## src/rtl/idma_2d_rsp_merge_pkg.sv

```systemverilog
// -----------------------------------------------------------------------------
// idma_2d_rsp_merge_pkg
// Shared definitions for the 2D response merge block.
//   - state_e  : merge FSM states (IDLE / COUNT / RESP)
//   - DEF_*    : default widths/depth used by the merge top and its FIFO
// The width-dependent records (expectation {id, num} and 2D completion
// {id, error, err_cnt}) are declared inside the top so that they follow its
// ID_WIDTH / CNT_WIDTH parameters.
// -----------------------------------------------------------------------------
package idma_2d_rsp_merge_pkg;

    localparam int unsigned DEF_ID_WIDTH       = 4;
    localparam int unsigned DEF_CNT_WIDTH      = 32;
    localparam int unsigned DEF_EXP_FIFO_DEPTH = 4;

    typedef enum logic [1:0] {
        ST_IDLE  = 2'd0,
        ST_COUNT = 2'd1,
        ST_RESP  = 2'd2
    } state_e;

endpackage

```

## src/rtl/idma_2d_rsp_merge_fifo.sv

```systemverilog
// -----------------------------------------------------------------------------
// idma_2d_rsp_merge_fifo
// Synchronous FIFO for transfer expectations. The head is read straight from
// storage, so an entry written in cycle t is first visible in cycle t+1.
// Ports:
//   i_clk, i_rst      clock, synchronous active-high reset (clears pointers)
//   i_push, i_data    write strobe and data; caller guarantees !o_full
//   i_pop             read strobe; caller guarantees !o_empty
//   o_data            current head entry
//   o_full, o_empty   occupancy flags
//   o_usage           number of stored entries
// -----------------------------------------------------------------------------
module idma_2d_rsp_merge_fifo #(
    parameter int unsigned WIDTH = 36,
    parameter int unsigned DEPTH = 4
) (
    input  logic                         i_clk,
    input  logic                         i_rst,
    input  logic                         i_push,
    input  logic [WIDTH-1:0]             i_data,
    input  logic                         i_pop,
    output logic [WIDTH-1:0]             o_data,
    output logic                         o_full,
    output logic                         o_empty,
    output logic [$clog2(DEPTH+1)-1:0]   o_usage
);

    localparam int unsigned PTR_W = (DEPTH > 1) ? $clog2(DEPTH) : 1;
    localparam int unsigned USE_W = $clog2(DEPTH+1);

    logic [WIDTH-1:0] r_mem [DEPTH];
    logic [PTR_W-1:0] r_wr_ptr;
    logic [PTR_W-1:0] r_rd_ptr;
    logic [USE_W-1:0] r_usage;

    // Pointers wrap explicitly so non-power-of-two depths work.
    function automatic logic [PTR_W-1:0] ptr_inc(input logic [PTR_W-1:0] p);
        if (p == PTR_W'(DEPTH-1)) begin
            return '0;
        end
        return p + 1'b1;
    endfunction

    always_ff @(posedge i_clk) begin
        if (i_rst) begin
            r_wr_ptr <= '0;
            r_rd_ptr <= '0;
            r_usage  <= '0;
        end else begin
            if (i_push) begin
                r_wr_ptr <= ptr_inc(r_wr_ptr);
            end
            if (i_pop) begin
                r_rd_ptr <= ptr_inc(r_rd_ptr);
            end
            case ({i_push, i_pop})
                2'b10:   r_usage <= r_usage + 1'b1;
                2'b01:   r_usage <= r_usage - 1'b1;
                default: r_usage <= r_usage;
            endcase
        end
    end

    // Storage is data only; validity is carried by the pointers and usage.
    always_ff @(posedge i_clk) begin
        if (i_push) begin
            r_mem[r_wr_ptr] <= i_data;
        end
    end

    assign o_data  = r_mem[r_rd_ptr];
    assign o_full  = (r_usage == USE_W'(DEPTH));
    assign o_empty = (r_usage == '0);
    assign o_usage = r_usage;

endmodule

```

## src/rtl/idma_2d_rsp_merge.sv

```systemverilog
// -----------------------------------------------------------------------------
// idma_2d_rsp_merge
// Collects the per-burst backend responses of each flattened 2D transfer and
// emits one completion per transfer, in expectation order.
// Ports:
//   clk_i, rst_i                 clock, synchronous active-high reset
//   exp_valid_i/exp_ready_o      expectation handshake (ready = FIFO not full)
//   exp_id_i, exp_num_i          transfer id and number of 1D bursts
//   burst_rsp_valid_i/_ready_o   backend burst response handshake
//   burst_rsp_error_i            burst finished with error
//   twod_rsp_valid_o/_ready_i    2D completion handshake
//   twod_rsp_id_o                id of the completed transfer
//   twod_rsp_error_o             OR of the burst errors of the transfer
//   twod_rsp_err_cnt_o           number of erroneous bursts (saturating)
//   unexpected_o                 sticky: burst seen with nothing outstanding
// -----------------------------------------------------------------------------
module idma_2d_rsp_merge #(
    parameter int unsigned ID_WIDTH       = 4,
    parameter int unsigned CNT_WIDTH      = 32,
    parameter int unsigned EXP_FIFO_DEPTH = 4
) (
    input  logic                  clk_i,
    input  logic                  rst_i,
    input  logic                  exp_valid_i,
    output logic                  exp_ready_o,
    input  logic [ID_WIDTH-1:0]   exp_id_i,
    input  logic [CNT_WIDTH-1:0]  exp_num_i,
    input  logic                  burst_rsp_valid_i,
    output logic                  burst_rsp_ready_o,
    input  logic                  burst_rsp_error_i,
    output logic                  twod_rsp_valid_o,
    input  logic                  twod_rsp_ready_i,
    output logic [ID_WIDTH-1:0]   twod_rsp_id_o,
    output logic                  twod_rsp_error_o,
    output logic [CNT_WIDTH-1:0]  twod_rsp_err_cnt_o,
    output logic                  unexpected_o
);

    import idma_2d_rsp_merge_pkg::*;

    typedef struct packed {
        logic [ID_WIDTH-1:0]  id;
        logic [CNT_WIDTH-1:0] num;
    } exp_t;

    typedef struct packed {
        logic [ID_WIDTH-1:0]  id;
        logic                 error;
        logic [CNT_WIDTH-1:0] err_cnt;
    } twod_rsp_t;

    localparam int unsigned USE_W = $clog2(EXP_FIFO_DEPTH+1);

    state_e               r_state;
    state_e               w_state_next;
    logic [CNT_WIDTH-1:0] r_rem;
    twod_rsp_t            r_rsp;
    logic                 r_unexpected;

    exp_t                 w_exp_in;
    exp_t                 w_exp_head;
    logic                 w_fifo_full;
    logic                 w_fifo_empty;
    logic [USE_W-1:0]     w_fifo_usage;
    logic                 w_push;
    logic                 w_pop;
    logic                 w_burst_hs;
    logic                 w_burst_ready;
    logic                 w_twod_valid;

    // Error counter holds at all-ones instead of wrapping back to zero.
    function automatic logic [CNT_WIDTH-1:0] sat_inc(
        input logic [CNT_WIDTH-1:0] v,
        input logic                 inc
    );
        if (inc && (v != '1)) begin
            return v + 1'b1;
        end
        return v;
    endfunction

    assign w_exp_in.id  = exp_id_i;
    assign w_exp_in.num = exp_num_i;

    assign exp_ready_o = !w_fifo_full;
    assign w_push      = exp_valid_i & exp_ready_o;
    // IDLE consumes the head every cycle it is present, including num==0 drops.
    assign w_pop       = (r_state == ST_IDLE) && (w_fifo_usage != '0);
    assign w_burst_hs  = burst_rsp_valid_i & w_burst_ready;

    idma_2d_rsp_merge_fifo #(
        .WIDTH (ID_WIDTH + CNT_WIDTH),
        .DEPTH (EXP_FIFO_DEPTH)
    ) u_exp_fifo (
        .i_clk   (clk_i),
        .i_rst   (rst_i),
        .i_push  (w_push),
        .i_data  (w_exp_in),
        .i_pop   (w_pop),
        .o_data  (w_exp_head),
        .o_full  (w_fifo_full),
        .o_empty (w_fifo_empty),
        .o_usage (w_fifo_usage)
    );

    // State register
    always_ff @(posedge clk_i) begin
        if (rst_i) begin
            r_state <= ST_IDLE;
        end else begin
            r_state <= w_state_next;
        end
    end

    // Next-state logic
    always_comb begin
        w_state_next = r_state;
        case (r_state)
            ST_IDLE: begin
                if (w_pop && (w_exp_head.num != '0)) begin
                    w_state_next = ST_COUNT;
                end
            end
            ST_COUNT: begin
                if (w_burst_hs && (r_rem == CNT_WIDTH'(1))) begin
                    w_state_next = ST_RESP;
                end
            end
            ST_RESP: begin
                if (twod_rsp_ready_i) begin
                    w_state_next = ST_IDLE;
                end
            end
            default: w_state_next = ST_IDLE;
        endcase
    end

    // Output decode. Bursts are accepted in IDLE only when nothing is queued,
    // so that stray responses are drained and flagged instead of stalling.
    always_comb begin
        w_burst_ready = 1'b0;
        w_twod_valid  = 1'b0;
        case (r_state)
            ST_IDLE:  w_burst_ready = w_fifo_empty;
            ST_COUNT: w_burst_ready = 1'b1;
            ST_RESP:  w_twod_valid  = 1'b1;
            default: begin
                w_burst_ready = 1'b0;
                w_twod_valid  = 1'b0;
            end
        endcase
    end

    // Transfer bookkeeping
    always_ff @(posedge clk_i) begin
        if (rst_i) begin
            r_rem        <= '0;
            r_rsp        <= '0;
            r_unexpected <= 1'b0;
        end else begin
            if ((r_state == ST_IDLE) && w_pop && (w_exp_head.num != '0)) begin
                r_rem         <= w_exp_head.num;
                r_rsp.id      <= w_exp_head.id;
                r_rsp.error   <= 1'b0;
                r_rsp.err_cnt <= '0;
            end else if ((r_state == ST_COUNT) && w_burst_hs) begin
                r_rem         <= r_rem - 1'b1;
                r_rsp.error   <= r_rsp.error | burst_rsp_error_i;
                r_rsp.err_cnt <= sat_inc(r_rsp.err_cnt, burst_rsp_error_i);
            end
            if ((r_state == ST_IDLE) && w_fifo_empty && w_burst_hs) begin
                r_unexpected <= 1'b1;
            end
        end
    end

    assign burst_rsp_ready_o  = w_burst_ready;
    assign twod_rsp_valid_o   = w_twod_valid;
    assign twod_rsp_id_o      = r_rsp.id;
    assign twod_rsp_error_o   = r_rsp.error;
    assign twod_rsp_err_cnt_o = r_rsp.err_cnt;
    assign unexpected_o       = r_unexpected;

endmodule

```

## config.mk

```make
export PLATFORM = sky130hd
export DESIGN_NAME = idma_2d_rsp_merge
export DESIGN_NICKNAME = d
export VERILOG_FILES = /design/src/rtl/idma_2d_rsp_merge_pkg.sv /design/src/rtl/idma_2d_rsp_merge_fifo.sv /design/src/rtl/idma_2d_rsp_merge.sv
export SDC_FILE = /design/constraint.sdc
export NUM_CORES = 1
export LEC_CHECK = 0
export CAP_MARGIN = 20
export CORE_UTILIZATION = 52
export CTS_CLUSTER_SIZE = 24
export DETAILED_ROUTE_END_ITERATION = 8
export GPL_TIMING_DRIVEN = 0
export PLACE_DENSITY = 0.76
export SLEW_MARGIN = 20
export SYNTH_ARGS = -nofsm -noshare
export SYNTH_HDL_FRONTEND = slang
export SYNTH_SLANG_ARGS = --single-unit
```

## constraint.sdc

```tcl
create_clock -name clk_i -period 2.4 [get_ports clk_i]
set_input_delay 0.48 -clock clk_i [delete_from_list [all_inputs] [get_ports clk_i]]
set_output_delay 0.48 -clock clk_i [all_outputs]
set_load 0.01 [all_outputs]
```

==> results.sh <==
export IMPL_path_cells="buf_12, buf_12, mux4_2, nor4_1, nand4_1, o21ai_2, buf_6, buf_12, mux2i_1, nor2_1"
export IMPL_coreArea_sq_um=17500
export IMPL_htreeDepth=1
export IMPL_antenna_cells=0
export IMPL_ys_async_sr_fraction_pct=0
export IMPL_placed_area_sq_um=10600
export IMPL_clk_latency_ps=510
export IMPL_gr_usage_met2_pct=39.9
export IMPL_critPathRequiredTime_ps=2760
export IMPL_syn_area_per_cell_sq_um=14.2
export IMPL_rows=48
export IMPL_final_max_slew_viol_count=0
export IMPL_dieArea_sq_um=18600
export IMPL_post_place_ws_ps=-958
export IMPL_finClkSkew_ps=14.2
export IMPL_grt_pass1_wl_microns=33100
export IMPL_min_path_cells=2
export IMPL_use_met1_pct=30.3
export IMPL_fillers=1164
export IMPL_cts_tree="yes"
export IMPL_drtIter0Drc=407
export IMPL_yosysUniqueCellTypes=47
export IMPL_power_density_nw_per_um2=1160
export IMPL_timing_final_ws_setup_ps=-281
export IMPL_grt_usage_pct=23.4
export IMPL_yosysSeqAreaShare_pct=63.4
export IMPL_antenna_found_initial=0
export IMPL_yosysWarnings=0
export IMPL_rsz0062_at_grt="yes"
export IMPL_yosysTopAreaCell="edfxtp_1"
export IMPL_hold_violations=0
export IMPL_period_share_pct=112
export IMPL_synth_seq_cells=225
export IMPL_drt_pass1_iter_count=8
export IMPL_finalNetCount=844
export IMPL_crit_family="multiplexers"
export IMPL_holdWs_ps=473
export IMPL_maxCapViolCount=0
export IMPL_netlist_instances=661
export IMPL_hold_buffers=0
export IMPL_wl_per_cell_microns=20.6
export IMPL_vdd_drop_max_mv=0.771
export IMPL_critical_path_depth=10
export IMPL_cpPeakStageDelay_ps=550
export IMPL_worstPathArrival_ps=3050
export IMPL_grt_pass1_vias=6245
export IMPL_final_common_cell="edfxtp_1"
export IMPL_fmax_mhz=373
export IMPL_hold_class="reg -> reg"
export IMPL_path_max_fanout=10
export IMPL_synth_fp_nets=713
export IMPL_reg2regPathDepth=10
export IMPL_p_total_mw=13.8
export IMPL_fin_tns_setup_ps=-12770
export IMPL_start_kind="flip-flop"
export IMPL_cts_buffer_depth=3
export IMPL_outcome="complete, but fails checks"
export IMPL_die_w_microns=136
export IMPL_final_cell_mix="edfxtp_1 (144), nor2_1 (90), clkdlybuf4s50_1 (82), dfxtp_1 (79), mux4_2 (36)"
export IMPL_io_buffers=82
export IMPL_synth_top_flop_cell="edfxtp_1"
export IMPL_pin_count=83
export IMPL_violations="setup timing"
export IMPL_busiest_layer="met2"
export IMPL_grtUsageMet3_pct=3.54
export IMPL_fin_crit_ps=2680
export IMPL_synth_area_top_cells="edfxtp_1 (46%), dfxtp_1 (17%), mux4_2 (8.7%)"
export IMPL_cp_common_cell="buf_12"
export IMPL_areaGrowthSynthToFinish_pct=26.4
export IMPL_tightest_slew_ps=822
export IMPL_post_drt_via_cell_ratio=5.91
export IMPL_grt_overflow=0
export IMPL_seq_area_sq_um=5950
export IMPL_grt_max_degree=29
export IMPL_yosys_area_top_type_share_pct=46.1
export IMPL_start_util_pct=53.6
export IMPL_path_buf_inv=4
export IMPL_setup_viol=70
export IMPL_gp_congestion=0.891
export IMPL_cts_clk_slew_worst_paths_ps=60
export IMPL_die_y_microns=136
export IMPL_ant_nets=0
export IMPL_wl_microns=21300
export IMPL_multi_input_area_sq_um=3350
export IMPL_drive_gt1_share_pct=21.7
export IMPL_p_leak_nw=3.93
export IMPL_root_buffer="clkbuf_16"
export IMPL_synth_edf_count=144
export IMPL_final_area_sq_um=11800
export IMPL_route_detailed_drc=0
export IMPL_dp_final_hpwl_microns=13900
export IMPL_cp_end_kind="flip-flop"
export IMPL_crit_type="reg -> reg"
export IMPL_relSlewSlack_pct=44.7
export IMPL_dr_total_vias=6118
export IMPL_syn_cell_area_sq_um=9370
export IMPL_cts_sinks=225
export IMPL_crit_path_top_delay_cell="mux4_2"
export IMPL_cts_buffers=24
==> worst reg2reg max path: stages (launching register included) <==
cell	delay (ps)
dfxtp_2	350
buf_12	160
buf_12	150
mux4_2	560
nor4_1	320
nand4_1	170
o21ai_2	210
buf_6	200
buf_12	160
mux2i_1	210
nor2_1	60
==> synthesized netlist by cell type, drive strengths merged (5+ instances only) <==
| cell | count |
|---|---|
| edfxtp | 144 |
| nor2 | 95 |
| dfxtp | 81 |
| mux4 | 36 |
| xnor2 | 35 |
| a211oi | 28 |
| nor3 | 27 |
| xor2 | 27 |
| nand4 | 23 |
| nand3 | 18 |
| nand2 | 17 |
| nor4 | 17 |
| buf | 16 |
| clkbuf | 12 |
| inv | 11 |
| ha | 9 |
| a21oi | 8 |
| mux2i | 8 |
| and3 | 7 |
| or4 | 7 |
| nand2b | 5 |
| o21ai | 5 |
==> final cells by class <==
class | count | share of cell area [%]
Sequential cell | 225 | 50.2
Multi-Input combinational cell | 397 | 28.3
Timing Repair Buffer | 108 | 9.62
Clock buffer | 30 | 5.44
Buffer | 25 | 2.42
Tap cell | 225 | 2.38
Clock inverter | 14 | 1.31
Inverter | 11 | 0.349
==> flip-flops by register name, indices dropped and copies added (netlist names), named ones only <==
register,flops
u_exp_fifo.r_wr_ptr,2
twod_rsp_id_o,4
r_rem,32
u_exp_fifo.o_usage,3
u_exp_fifo.r_rd_ptr,2
r_state,2
twod_rsp_error_o,1
u_exp_fifo.r_mem,144
unexpected_o,1
twod_rsp_err_cnt_o,32
==> cell families after synthesis <==
logic type | synth area share [%]
and+or+nand+nor | 12.6
DFF | 63.4
muxes | 9.62
adders and majority gates | 1.42
AOI/OAI and AO/OA | 4.82
buffers and inverters | 2.30
xor gates and xnor gates | 5.79
==> per-stage QoR <==
stage	instances	util, %
floorplan	661	-
global placement	968	60.0
detailed placement	972	60.5
CTS	1027	66.9
global route	1035	67.8
finish	1035	67.8
==> report_power, final <==
group	switching (mW)	internal, mW	total [mW]
combinational	2.57	2.34	4.91
clock	1.46	2.23	3.70
sequential	0.444	4.73	5.18
total	4.47	9.31	13.8
==> metal layers <==
layer  up-vias  part of all wire, %
met1      3032                   40
met5         -                    0
li1       2773                    -
met2       261                   50
met4         0                  2.7
met3        52                  6.7
==> worst paths after layout <==
kind / startpoint / to / slack (ps)
max: flip-flop / r_rem[12] / -280
min: unexpected_o / unexpected_o / 470
max reg2reg: flip-flop / r_rem[12] / -280
min reg2reg: unexpected_o / unexpected_o / 470
==> repair_timing <==
| action | 4_1_cts | 5_1_grt |
|---|---|---|
| gates cloned | 1 | 2 |
| pin swaps | 4 | 0 |
| gates resized for setup | 48 | 15 |
| buffers inserted | 12 | 7 |
| setup endpoints to repair | 71 | 70 |
No activity file was read; power rests on OpenSTA's default activity.
